[src/rtl/fifo_sync_flex.sv]
// Parametrised single-clock FIFO with registered-read or first-word-fall-through output.
// Latency: push to not_empty 1 cycle; registered read shows data 1 cycle after pop; FWFT shows head word once not_empty.
// Backpressure: push ignored while full (sets overflow); pop ignored while empty (sets underflow).
module fifo_sync_flex #(
   parameter int DWIDTH    = 32,
   parameter int DEPTH     = 16,
   parameter int FWFT      = 0,
   parameter int AF_THRESH = 14,
   parameter int AE_THRESH = 2,
   localparam int CW       = $clog2(DEPTH) + 1
) (
   input  logic              aclk,
   input  logic              aresetn,
   input  logic              push,
   input  logic [DWIDTH-1:0] push_data,
   input  logic              pop,
   output logic [DWIDTH-1:0] pop_data,
   output logic              full,
   output logic              not_empty,
   output logic              almost_full,
   output logic              almost_empty,
   output logic [CW-1:0]     count,
   input  logic              clr_err,
   output logic              overflow,
   output logic              underflow
);

   localparam int AW = CW - 1;
   localparam logic [CW-1:0] DEPTH_C = CW'(DEPTH);
   localparam logic [CW-1:0] AF_C    = CW'(AF_THRESH);
   localparam logic [CW-1:0] AE_C    = CW'(AE_THRESH);
   localparam logic [CW-1:0] ONE_C   = CW'(1);

   logic [DWIDTH-1:0] mem [DEPTH];
   logic [CW-1:0]     wr_ptr, rd_ptr;
   logic [CW-1:0]     wr_nxt, rd_nxt, count_nxt;
   logic [AW-1:0]     rd_addr_inc;
   logic              push_acc, pop_acc;

   assign push_acc    = push & ~full;
   assign pop_acc     = pop & not_empty;
   assign rd_addr_inc = rd_ptr[AW-1:0] + AW'(1);

   // Next pointers; occupancy falls out of the pointer difference (modulo 2*DEPTH)
   always_comb begin
      wr_nxt = wr_ptr;
      rd_nxt = rd_ptr;
      if (push_acc) wr_nxt = wr_ptr + ONE_C;
      if (pop_acc)  rd_nxt = rd_ptr + ONE_C;
      count_nxt = wr_nxt - rd_nxt;
   end

   // Storage write; contents are never reset and never read before being written
   always_ff @(posedge aclk) begin
      if (aresetn && push_acc) mem[wr_ptr[AW-1:0]] <= push_data;
   end

   // Pointers and registered status flags, all derived from the post-edge occupancy
   always_ff @(posedge aclk) begin
      if (!aresetn) begin
         wr_ptr       <= '0;
         rd_ptr       <= '0;
         count        <= '0;
         full         <= 1'b0;
         not_empty    <= 1'b0;
         almost_full  <= 1'b0;
         almost_empty <= 1'b1;
      end else begin
         wr_ptr       <= wr_nxt;
         rd_ptr       <= rd_nxt;
         count        <= count_nxt;
         full         <= (count_nxt == DEPTH_C);
         not_empty    <= (count_nxt != '0);
         almost_full  <= (count_nxt >= AF_C);
         almost_empty <= (count_nxt <= AE_C);
      end
   end

   // Output word: registered read loads on pop; FWFT keeps the head word presented
   always_ff @(posedge aclk) begin
      if (!aresetn) begin
         pop_data <= '0;
      end else if (FWFT == 0) begin
         if (pop_acc) pop_data <= mem[rd_ptr[AW-1:0]];
      end else begin
         // The word being pushed becomes head only if the FIFO is left otherwise empty
         if (push_acc && ((count == '0) || (pop_acc && (count == ONE_C))))
            pop_data <= push_data;
         else if (pop_acc && (count > ONE_C))
            pop_data <= mem[rd_addr_inc];
      end
   end

   // Sticky error flags; a new error on the same edge wins over clr_err
   always_ff @(posedge aclk) begin
      if (!aresetn) begin
         overflow  <= 1'b0;
         underflow <= 1'b0;
      end else begin
         if (push && full)          overflow <= 1'b1;
         else if (clr_err)          overflow <= 1'b0;
         if (pop && !not_empty)     underflow <= 1'b1;
         else if (clr_err)          underflow <= 1'b0;
      end
   end

endmodule

[config.mk]
export PLATFORM = sky130hd
export DESIGN_NAME = fifo_sync_flex
export DESIGN_NICKNAME = d
export VERILOG_FILES = /design/src/rtl/fifo_sync_flex.sv
export SDC_FILE = /design/constraint.sdc
export NUM_CORES = 1
export LEC_CHECK = 0
export ABC_AREA = 1
export ABC_CLOCK_PERIOD_IN_PS = 4800
export CORE_MARGIN = 2
export CORE_UTILIZATION = 50
export DETAILED_ROUTE_END_ITERATION = 16
export PLACE_DENSITY = 0.67
export SYNTH_ARGS = -nofsm -noshare
export SYNTH_HDL_FRONTEND = slang
export SYNTH_SLANG_ARGS = --single-unit
[constraint.sdc]
create_clock -name aclk -period 4.8 [get_ports aclk]
set_input_delay 0.96 -clock aclk [delete_from_list [all_inputs] [get_ports aclk]]
set_output_delay 0.96 -clock aclk [all_outputs]
set_load 0.1 [all_outputs]
# After elaboration in Yosys (flattened, before gate mapping)
# Memory sizes are Yosys's and may differ from the RTL's. A register that Yosys moved wholly into a read port is not among the register bits.
# Cells that the tools add are included.
[word_totals]
ram_bits = 512
n_memories = 1
regBits = 21
inputBits = 37
out_inout_bits = 43
wordCells = 34
[classes]
n_reduce_logical = 8
n_mux = 7
eq_ne = 1
n_bitwise = 3
n_addsub = 3
magnitude_cmp = 2
[memory_table]
columns = ["memory", "depth", "width", "read_ports", "rd_ports_with_merged_regs", "wr", "line", "rtl"]
rows = [
  ["mem", 16, 32, 1, 1, 1, "34", "logic [DWIDTH-1:0] mem [DEPTH];"],
]
[op_table]
columns = ["operator", "count"]
rows = [
  ["$add 5x1->5 const B", 2],
  ["$mux 5", 2],
  ["$eq 5x5->1 const B", 1],
  ["$ge 5x4->1 const B", 1],
  ["$le 5x2->1 const B", 1],
  ["$mux 1", 5],
  ["$reduce_bool 5->1", 1],
  ["$sub 5x5->5", 1],
  ["$reduce_bool 2->1", 2],
  ["$logic_and 1x1->1", 3],
  ["$and 1x1->1", 2],
  ["$logic_not 1->1", 2],
  ["$not 1->1", 1],
]

# Logic depth before layout (Yosys ltp)
[depth]
ltp_word = 5
depth_mapped = 18
depth_no_buf = 16

# Worst setup path before layout
# OpenSTA, ideal clock, no wires.
[synth_timing]
kind = "input port to flip-flop"
start = "input port push"
end = "memory mem[12][0] (enable)"
path_slack_ps = 894
arrival_time_ps = 3445
path_buffers = 0
stages = 4
path_cell_list = "inv_2 > nor2_4 > nand2_1 > nor3_1"
[synth_between]
elab_chain_len = 4
[synth_lines]
columns = ["element", "line", "rtl"]
rows = [
  ["from (decl)", "14", "input logic push,"],
  ["$and 1x1->1", "40", "assign push_acc = push & ~full;"],
  ["$logic_and 1x1->1", "55", "if (aresetn && push_acc) mem[wr_ptr[AW-1:0]] <= push_data;"],
  ["$mux 1", "55", ""],
  ["$mux 1 (not written as such)", "55", ""],
  ["to (decl)", "34", ""],
]
# Every way passes these cells.

# Final worst setup path
[layout_timing]
start = "register not_empty"
end = "output port not_empty"
[layout_lines]
columns = ["element", "line", "rtl"]
rows = [
  ["from (decl)", "19", "output logic not_empty,"],
  ["from (signal assigned)", "73", "not_empty <= (count_nxt != '0);"],
]
# No word-level cell between the ends.

==> results.toml <==
[placed_design]
post-dp-hpwl_um = 27640
gp_congestion = 0.8132
port_buffers = 79
placed_cell_area_um2 = 23290

[timing]
final_max_slew_viol_count = 0
rsz0062_at_grt = "false"
worst_slew_pin_slew_ns = 1.168
finalHoldViolCount = 0
fin_skew_ns = 0.02397
fin_crit_ns = 3.233
maxSlewHeadroom = 0.2198
finalSetupTns_ns = 0
setup-violations-final = 0
fmax_mhz = 309.3
final.period_utilization = 0.6735

[final_layout]
final_cell_mix = "edfxtp_1, o21ai_0, nor2_1, nand2_1"
drive_above_1_share = 0.08245
antenna-diode-count = 0
nets = 1785
areaGrowthSynthToFinish_pct = 14.08
final_common_cell = "edfxtp_1"
finalInstanceArea_um2 = 25000

[grt]
antenna_found_initial = 0
grt_pass1_vias = 13680
grt_max_degree = 98
grt_pass1_wl_um = 78930
grt.total_usage = 0.2305
gr-total-overflow = 0

[flow_run]
drv_cap = 0

[detailed_routing]
drt_pass1_iterations = 5
num_vias = 13800
vias_per_cell = 5.826
drtIter0Drc = 1478
drc_errors = 0
totalWireLength_um = 51620
postRouteAntennaNets = 0
wire_per_inst_um = 21.80

[setup_path]
startpoint_type = "register"
required_ns = 3.84
slowest_delay_ns = 1.20
cp-end-kind = "output pin"
path_buf_inv = 1
rrSetupSlack_ns = 1.68
crit_slowest_cell = "clkdlybuf4s50_1"
crit_fanout = 6
cp_cell_sequence = "clkdlybuf4s50_1"
critical_path.top_delay_family = "buffers and inverters"
arrival_ns = 2.27
crit_type = "reg2out"

[synth]
syn_nets = 1733
yosys.area.top_type_share = 0.7015
ys.warnings.count = 0
synth-edff-count = 512
yosys.area.top_type = "edfxtp_1"
syn_inst = 1688
synth_ff_type = "edfxtp_1"
yosys-top-cells-area = "edfxtp_1, o21ai_0, nor2_1"
avgSynthCellArea_um2 = 12.98
ys_seq_area_frac = 0.7499
synth.distinct_cells = 32
netlist_area_um2 = 21920
ys_ff_latch = 565
async_flop_share = 0

[clock_network]
clk-insertion-delay-late_ns = 0.60
clock_path_buffers = 3
clockRootBuffer = "clkbuf_16"
clkTransAtPathRegs_ns = 0.06
post_cts_resized = 0
clock_sinks = 565
post-cts-setup-buffer-count = 0
cts_htree_levels = 2
cts_buffers = 56
cts_tree = "done"
hold_buffers = 0

[die]
start_util = 0.5077
core.rowCount = 76
core-area_um2 = 43170
io_pins = 80
die_h_um = 213.4
dieArea_um2 = 45520
die_x_um = 213.4

[status]
status = "finished, final reports clean"

[power]
power_density_nw_per_um2 = 465.2
p_leak_nw = 8.176
ir_drop_mv = 0.2708

[min_path]
hold_path.class = "reg2reg"
==> power breakdown <==
| group | total (mW) | internal (mW) | switching [mW] |
|---|---|---|---|
| clock | 4.10 | 2.33 | 1.77 |
| sequential | 5.59 | 5.49 | 0.101 |
| combinational | 1.94 | 0.493 | 1.44 |
| total | 11.6 | 8.31 | 3.32 |
==> through the flow <==
step	setup slack [ns]	hold WS, ns	utilization	power, mW	instances
2_1_floorplan	0.8943	0.5416	-	7.078	1688
3_3_place_gp	1.420	0.4529	0.5394	7.596	2267
3_5_place_dp	1.345	0.4545	0.5394	7.628	2267
4_1_cts	1.548	0.4640	0.5792	11.69	2368
5_1_grt	1.386	0.4909	0.5792	12.05	2368
6_report	1.567	0.4631	0.5792	11.63	2368
==> synthesized netlist by cell type (all sizes together), types with 4 or more instances <==
library cell,n
edfxtp,512
o21ai,292
nor2,290
nand2,130
o22ai,78
a21oi,69
clkbuf,68
dfxtp,53
o221ai,50
buf,45
nand3,36
inv,28
o211ai,14
ha,8
nor3,4
==> state kept, by name, indices dropped and copies added (netlist names), named ones only <==
| register | count |
|---|---|
| overflow | 1 |
| underflow | 1 |
| count | 5 |
| not_empty | 1 |
| pop_data | 32 |
| full | 1 |
| wr_ptr | 4 |
| almost_full | 1 |
| rd_ptr | 5 |
| mem | 512 |
| almost_empty | 1 |
==> final timing paths <==
kind,from,end,depth (start not counted)
min reg2reg,overflow,overflow,2
max,not_empty,not_empty,1
max reg2reg,rd_ptr[1],almost_empty,12
min,overflow,overflow,2
==> metal layers <==
| layer | share of wire | track usage | vias to the layer above | routed length, um |
|---|---|---|---|---|
| li1 | - | - | 6356 | - |
| met1 | 0.43 | 0.3143 | 6915 | 22400 |
| met4 | 0.026 | 0.08621 | 0 | 1344 |
| met3 | 0.054 | 0.02929 | 79 | 2769 |
| met5 | 0 | 0 | - | 0 |
| met2 | 0.49 | 0.3830 | 446 | 25110 |
==> kinds of logic after synthesis <==
kind of cell               synth area share
DFF                                  0.7499
AOI/OAI and AO/OA                    0.1298
and+or+nand+nor                     0.08427
buffers and inverters               0.02940
adders and majority gates          0.004567
xor gates and xnor gates           0.001999
==> layout make-up <==
class | count | area [um^2]
flip-flops and latches | 565 | 16440
repair buffers | 107 | 1033
clock buffers | 83 | 1583
fillers | 3416 | 18170
well taps | 585 | 732.0
inverters | 31 | 122.6
clock inverters | 18 | 133.9
multi-input cells | 979 | 4954
(Power assumes the default switching activity.)
